--- src/rtl/alu_sequencer.sv ---
// alu_sequencer: programmable initiator for the accumulator ALU.
// A small program RAM is loaded while idle. On start the block fetches and
// issues ALU ops, flag-conditional branches, jumps and halt, one instruction
// every two cycles (FETCH then ISSUE).
module alu_sequencer #(
  parameter int WIDTH          = 8,
  parameter int AW             = 4,
  parameter int MAX_STEPS      = 64,
  parameter int CLEAR_ON_START = 1
) (
  input  logic               clk,
  input  logic               rst,
  input  logic               prog_we,
  input  logic [AW-1:0]      prog_addr,
  input  logic [WIDTH+4:0]   prog_data,
  input  logic               start,
  input  logic [3:0]         alu_flags,
  output logic [2:0]         alu_control,
  output logic [WIDTH-1:0]   alu_in,
  output logic               busy,
  output logic               done,
  output logic               err,
  output logic [AW-1:0]      pc
);

  localparam int IW    = WIDTH + 5;
  localparam int DEPTH = 1 << AW;
  localparam int SW    = $clog2(MAX_STEPS + 1);

  // ALU op codes shared with the accumulator ALU
  localparam logic [2:0] OP_HOLD  = 3'd0;
  localparam logic [2:0] OP_CLEAR = 3'd1;

  // Instruction classes
  localparam logic [1:0] CL_ALU    = 2'b00;
  localparam logic [1:0] CL_BRANCH = 2'b01;
  localparam logic [1:0] CL_JUMP   = 2'b10;

  typedef enum logic [1:0] {
    S_IDLE  = 2'd0,
    S_FETCH = 2'd1,
    S_ISSUE = 2'd2
  } state_t;

  state_t            state_q, state_d;
  logic [AW-1:0]     pc_q, pc_d;
  logic [SW-1:0]     steps_q, steps_d;
  logic [2:0]        ctl_q, ctl_d;
  logic [WIDTH-1:0]  in_q, in_d;
  logic              done_q, done_d;
  logic              err_q, err_d;
  logic [IW-1:0]     ir_q;
  logic [IW-1:0]     mem [DEPTH];

  // Instruction fields decoded from the instruction register
  logic [1:0]        ir_cls;
  logic [2:0]        ir_fld;
  logic [WIDTH-1:0]  ir_imm;
  logic [AW-1:0]     ir_tgt;

  assign ir_cls = ir_q[IW-1 -: 2];
  assign ir_fld = ir_q[WIDTH+2:WIDTH];
  assign ir_imm = ir_q[WIDTH-1:0];
  assign ir_tgt = ir_imm[AW-1:0];

  // Program RAM write port; loads are only accepted while idle
  always_ff @(posedge clk) begin
    if (prog_we && (state_q == S_IDLE)) begin
      mem[prog_addr] <= prog_data;
    end
  end

  // Instruction fetch; the RAM and ir are data and are not reset
  always_ff @(posedge clk) begin
    if (state_q == S_FETCH) begin
      ir_q <= mem[pc_q];
    end
  end

  // Control state and registered ALU drive
  always_ff @(posedge clk) begin
    if (rst) begin
      state_q <= S_IDLE;
      pc_q    <= '0;
      steps_q <= '0;
      ctl_q   <= OP_HOLD;
      in_q    <= '0;
      done_q  <= 1'b0;
      err_q   <= 1'b0;
    end else begin
      state_q <= state_d;
      pc_q    <= pc_d;
      steps_q <= steps_d;
      ctl_q   <= ctl_d;
      in_q    <= in_d;
      done_q  <= done_d;
      err_q   <= err_d;
    end
  end

  // Next-state logic; the ALU sees HOLD/0 unless an op is being issued
  always_comb begin
    state_d = state_q;
    pc_d    = pc_q;
    steps_d = steps_q;
    ctl_d   = OP_HOLD;
    in_d    = '0;
    done_d  = 1'b0;
    err_d   = err_q;
    unique case (state_q)
      S_IDLE: begin
        if (start) begin
          pc_d    = '0;
          steps_d = '0;
          err_d   = 1'b0;
          state_d = S_FETCH;
          if (CLEAR_ON_START != 0) begin
            ctl_d = OP_CLEAR;
          end
        end
      end
      S_FETCH: begin
        state_d = S_ISSUE;
      end
      S_ISSUE: begin
        // Watchdog wins over the fetched instruction, which is dropped
        if (steps_q == SW'(MAX_STEPS)) begin
          err_d   = 1'b1;
          done_d  = 1'b1;
          state_d = S_IDLE;
        end else begin
          steps_d = steps_q + 1'b1;
          state_d = S_FETCH;
          case (ir_cls)
            CL_ALU: begin
              ctl_d = ir_fld;
              in_d  = ir_imm;
              pc_d  = pc_q + 1'b1;
            end
            CL_BRANCH: begin
              // Flags are live from the ALU and reflect the previous op
              pc_d = (alu_flags[ir_fld[1:0]] == ir_fld[2]) ? ir_tgt : pc_q + 1'b1;
            end
            CL_JUMP: begin
              pc_d = ir_tgt;
            end
            default: begin
              // HALT: pc stays on the HALT address
              done_d  = 1'b1;
              state_d = S_IDLE;
            end
          endcase
        end
      end
      default: begin
        state_d = S_IDLE;
      end
    endcase
  end

  assign alu_control = ctl_q;
  assign alu_in      = in_q;
  assign busy        = (state_q != S_IDLE);
  assign done        = done_q;
  assign err         = err_q;
  assign pc          = pc_q;

endmodule
--- config.mk ---
export PLATFORM = sky130hd
export DESIGN_NAME = alu_sequencer
export DESIGN_NICKNAME = d
export VERILOG_FILES = /design/src/rtl/alu_sequencer.sv
export SDC_FILE = /design/constraint.sdc
export NUM_CORES = 1
export LEC_CHECK = 0
export CORE_MARGIN = 1.5
export CORE_UTILIZATION = 30
export DETAILED_ROUTE_END_ITERATION = 8
export SETUP_SLACK_MARGIN = 0.5
export SLEW_MARGIN = 20
export SYNTH_ARGS = -nofsm -noshare
export SYNTH_HDL_FRONTEND = slang
export SYNTH_SLANG_ARGS = --single-unit
export TNS_END_PERCENT = 20
--- constraint.sdc ---
create_clock -name clk -period 7.05 [get_ports clk]
set_clock_uncertainty 0.1 [all_clocks]
set_input_delay 0.705 -clock clk [delete_from_list [all_inputs] [get_ports clk]]
set_output_delay 0.705 -clock clk [all_outputs]
set_load 0.02 [all_outputs]
==> out/metrics.yaml <==
cp_cell_sequence: "nor2_1, inv_1, clkdlybuf4s50_1"
pin_count: 43
cts_tree: "yes"
rsz0062_at_grt: "no"
postCtsHoldBufs: 0
hold_viol_final: 0
grt_pass1_vias: 4919
gp_congestion: 0.749
reg2reg_depth: 4
busiest_layer: "met2"
fillers: 2908
placedCellCount: 934
drv_cap: 0
rows: 65
final.setup.tns_ps: 0
whs_ps: 356
grt_antenna_before_repair: 0
cts.sinks: 247
io_buffers: 42
met2_usage_pct: 18.8
tightest_slew_ps: 921
synth_area_per_cell_sq_um: 20.7
synthesis.nets: 503
grt_use_met3_pct: 2.08
hold_class: "flop to flop"
grt_pass1_wl_mm: 30.5
netlist_top_cells_count: "edfxtp_1 (221), mux4_2 (36), mux4_1 (30)"
cts_resized: 0
clk_latency_ps: 540
fin_ws_ps: 4030
fmax_mhz: 331
maxSlewHeadroom_pct: 38.5
die_area_sq_um: 33600
dp_slack_ps: 3880
synth.distinct_cells: 46
post_drt_wl_per_cell_um: 20.7
core_region_area_sq_um: 31800
drtPass1Iterations: 4
synth_cells: 471
max_stage_delay_ps: 610
htree_num_levels: 1
ys_top_cells_by_area: "edfxtp_1 (68%), mux4_2 (8.3%), mux4_1 (8.1%), dfxtp_1 (5.3%), ha_1 (0.90%)"
ir_worst_vdd_uv: 203
p_leak_nw: 3.57
postRouteAntennaNets: 0
syn_area_sq_um: 9770
power_density_nw_per_um2: 268
yosys_warnings: 0
vias_per_cell: 4.80
fp.dieW_um: 183
post-route-min-period_ps: 3020
drtIter0Drc: 469
synth_area_leader_cell: "edfxtp_1"
post-route-util_pct: 36.4
end_kind: "output pin"
vias: 4712
clk_pin_slew_ps: 70
grt_max_degree: 59
clockBufferDepth: 3
synth_edf_count: 221
crit_family: "buffers and inverters"
grt_usage_pct: 12.2
min_delay_path_depth: 1
gr-usage-met1_pct: 17.9
fin_cells: 981
drc: 0
final_nets: 559
n_antenna_cell: 0
ys.flop_type: "edfxtp_1"
ctsRootBufferMaster: "clkbuf_16"
yosysMostFrequentCell: "edfxtp_1"
rrSetupSlack_ps: 4400
drive_gt1_share_pct: 19.4
async_reset_ff_share_pct: 0
path_max_fanout: 14
post_cts_buffers: 0
drv_slew: 0
cp.arrival_ps: 2210
finalSetupViolCount: 0
area_growth_pct: 18.4
initial_core_util_pct: 30.7
path_depth: 3
dp_hpwl_mm: 12.9
numCtsBuffers: 25
critPathKind: "flop to output pin"
cp_slowest_cell: "nor2_1"
cp-start-kind: "flop"
synth-seq-cells: 247
path_buf_inv: 2
synth_top_area_share_pct: 68.0
seq_area_frac_synth_pct: 73.3
finalWirelength_mm: 20.3
fin_crit_sh_pct: 42.8
status: "finished, final reports clean"
grt_overflow: 0
worstPathRequired_ps: 6240
die_y_um: 183
[logic make-up (layout without fill, tap and decap cells)]
group           Yosys count  count (layout)  share of synthesized area (%)
xor+xnor                  6               6                          0.615
compound gates           31              31                           2.23
fa+ha+maj                 7               7                          0.897
buf+inv                  31             106                           1.83
mux                      70              70                           16.8
flops                   247             247                           73.3
simple gates             79              79                           4.36
[stage by stage]
| stage | cell area [sq um] | power (mW) |
|---|---|---|
| 5_1_grt | 11600 | 3.19 |
| 6_report | 11600 | 3.09 |
| 3_5_place_dp | 10700 | 1.80 |
| 3_3_place_gp | 10700 | 1.80 |
| 4_1_cts | 11500 | 3.12 |
| 2_1_floorplan | 9770 | 1.74 |
[layout by cell type (no fill, tap or decap), types with 4 or more instances in the layout]
master / n
a21oi_1: 6
and2_1: 13
buf_4: 7
clkbuf_16: 25
clkdlybuf4s50_1: 42
clkinv_2: 5
clkinvlp_4: 5
dfxtp_1: 24
edfxtp_1: 221
ha_1: 7
inv_1: 10
mux2i_1: 4
mux4_1: 30
mux4_2: 36
nand2_1: 10
nand2b_1: 5
nand3_1: 5
nand4_1: 7
nor2_1: 12
nor2_2: 8
nor2b_1: 4
nor3_4: 4
o21ai_0: 8
[area by class of cell]
cell class	count	area, sq um	share of cell area [%]
Multi-Input combinational cell	193	2490	21.6
Sequential cell	247	7160	62.0
Timing Repair Buffer	50	493	4.26
Tap cell	435	544	4.71
Clock inverter	21	203	1.75
Clock buffer	25	626	5.41
Inverter	10	37.5	0.325
[sequential cells by signal, summed over array words and instances, names as in the netlist]
name         count
state_q          2
alu_in           8
steps_q          7
err              1
mem            208
pc               4
ir_q            13
alu_control      3
done             1
[power breakdown]
group	leakage, nW	internal [mW]	switching (mW)
registers	2.21	1.62	0.0119
logic	0.971	0.0604	0.0817
clock network	0.395	0.738	0.585
total	3.57	2.42	0.678
[final timing paths]
path                   start        end
setup / recovery  state_q[1]       busy
hold / removal       ir_q[4]  alu_in[4]
setup reg to reg  state_q[1]  mem[0][6]
hold reg to reg      ir_q[4]  alu_in[4]
[per-layer routing]
| layer | routed length [um] | up-vias |
|---|---|---|
| li1 | - | 2078 |
| met1 | 9570 | 2461 |
| met2 | 9340 | 134 |
| met3 | 932 | 39 |
| met4 | 473 | 0 |
| met5 | 0 | - |
(Power assumes the default switching activity.)
==> variant (same flow settings) <==
`MAX_STEPS`: 64 -> 32.
--- a/src/rtl/alu_sequencer.sv
+++ b/src/rtl/alu_sequencer.sv
@@ -7,3 +7,3 @@
   parameter int AW             = 4,
-  parameter int MAX_STEPS      = 64,
+  parameter int MAX_STEPS      = 32,
   parameter int CLEAR_ON_START = 1
Behaviour: same outputs for any inputs over 4 cycles, from zero or initial values and one cycle with rst high; that may be too few to reach the edited logic, so the function may still have changed.
==> variant against the unedited design <==
Final area is 0.87% lower; fmax is 4.1% lower; via count is 1.6% lower; sequential cell count is 1 lower; synthesized area is 0.53% lower; synthesized cell count is 1.5% lower; total power is 3.4% lower; worst setup slack worse by 0.13 ns; wire length is 1.0% lower; cell count is 3.2% lower; non-clock buffer count is 7 higher; largest cell class unchanged.
==> variant: results (changes against the unedited design) <==
[worst_setup_path]
cpPeakStageDelay_ns = 1.05  ; was 0.61 ns
critPathSlowestCell = dfxtp_4  ; was nor2_1
crit_family = flip-flops  ; was buffers and inverters
worst-path-max-fanout = 58  ; was 14

[power]
peakVddDrop_mv = 0.129  ; was 0.203 mV
p_leak_nw = 3.56  ; was 3.57 nW

[synth]
synthTopCellsByCount = 221 x edfxtp_1, 38 x mux4_2, 28 x mux4_1  ; was 221 x edfxtp_1, 36 x mux4_2, 30 x mux4_1
synth_compound_area_frac = 0.0197  ; was 0.0223
synth_adder_area_share = 0.00902  ; was 0.00897
synth_area_leaders = edfxtp_1 68%, mux4_2 8.8%, mux4_1 7.6%, dfxtp_1 5.2%, ha_1 0.90%  ; was edfxtp_1 68%, mux4_2 8.3%, mux4_1 8.1%, dfxtp_1 5.3%, ha_1 0.90%
synth_cell_types = 47  ; was 46
syn-num-nets = 496  ; was 503
synth_xor_area_frac = 0.00811  ; was 0.00615

[placement]
dp_hpwl_um = 11900  ; was 12900 µm
gp_congestion = 0.816  ; was 0.749

[route]
drt_first_iter_violations = 393  ; was 469
avgRoutedWirePerCell_um = 21.2  ; was 20.7 µm

[timing]
worstMarginPinSlew_ns = 1.06  ; was 0.921 ns

[status]
status = completed  ; unchanged

[clock_network]
cts-buffers-inserted = 26  ; was 25
clock_latency_ns = 0.52  ; was 0.54 ns

[grt]
grt_pass1_vias = 4850  ; was 4919
track_usage = 0.120  ; was 0.122

[final_layout]
finalNetCount = 560  ; was 559
fillers = 2869  ; was 2908

variant: cell count changes after synthesis, moves of 3 or more:
cell       unedited run  this run
a21oi_1               6         3
buf_2                 4         7
mux2i_1               4         1
nand4_1               7         3
nor3_1                4         8
o2111ai_1             3         0
o21ai_0               8         3
o221ai_1              2         5
xnor2_1               2         7
variant: worst paths after layout:
path	start	to	slack, ns	depth (start not counted)
setup / recovery	pc[0]	pc[0]	3.90	1
hold / removal	ir_q[7]	alu_in[7]	0.35	1
setup reg to reg	pc[0]	ir_q[8]	4.45	2
hold reg to reg	ir_q[7]	alu_in[7]	0.35	1
variant: cell type report:
| cell class | count | area share |
|---|---|---|
| tap | 402 | 0.0439 |
| inverter | 10 | 0.00328 |
| multi-input combinational | 187 | 0.212 |
| clock inverter | 13 | 0.00819 |
| clock buffer | 35 | 0.0625 |
| timing repair buffer | 57 | 0.0465 |
| sequential | 246 | 0.623 |
variant: where the power goes:
part           switching, mW  internal, mW
sequential           0.00996          1.61
clock                  0.530         0.748
combinational         0.0581        0.0357
total                  0.598          2.39
variant: metal layers:
metal	track usage	vias to the layer above	part of all wire
met3	0.0240	33	0.049
met5	0	-	0
li1	-	2060	-
met1	0.150	2429	0.42
met4	0.0344	0	0.021
met2	0.211	113	0.51
variant: cell families (layout without fill, tap and decap cells):
family	count (synthesis)	count (layout)
flip-flops	246	246
AND/OR/NAND/NOR	80	80
multiplexers	67	67
buffers and inverters	31	115
AO/OA/AOI/OAI	24	24
XOR/XNOR	9	9
adder cells (fa/ha/maj)	7	7
variant: per-stage QoR:
stage	utilization	instances	setup WS [ns]	cell area, µm²
5_1_grt	0.361	950	3.75	11500
3_5_place_dp	0.336	902	3.94	10600
4_1_cts	0.361	950	3.82	11500
6_report	0.361	950	3.90	11500
3_3_place_gp	0.335	902	3.99	10600
2_1_floorplan	-	464	4.48	9710
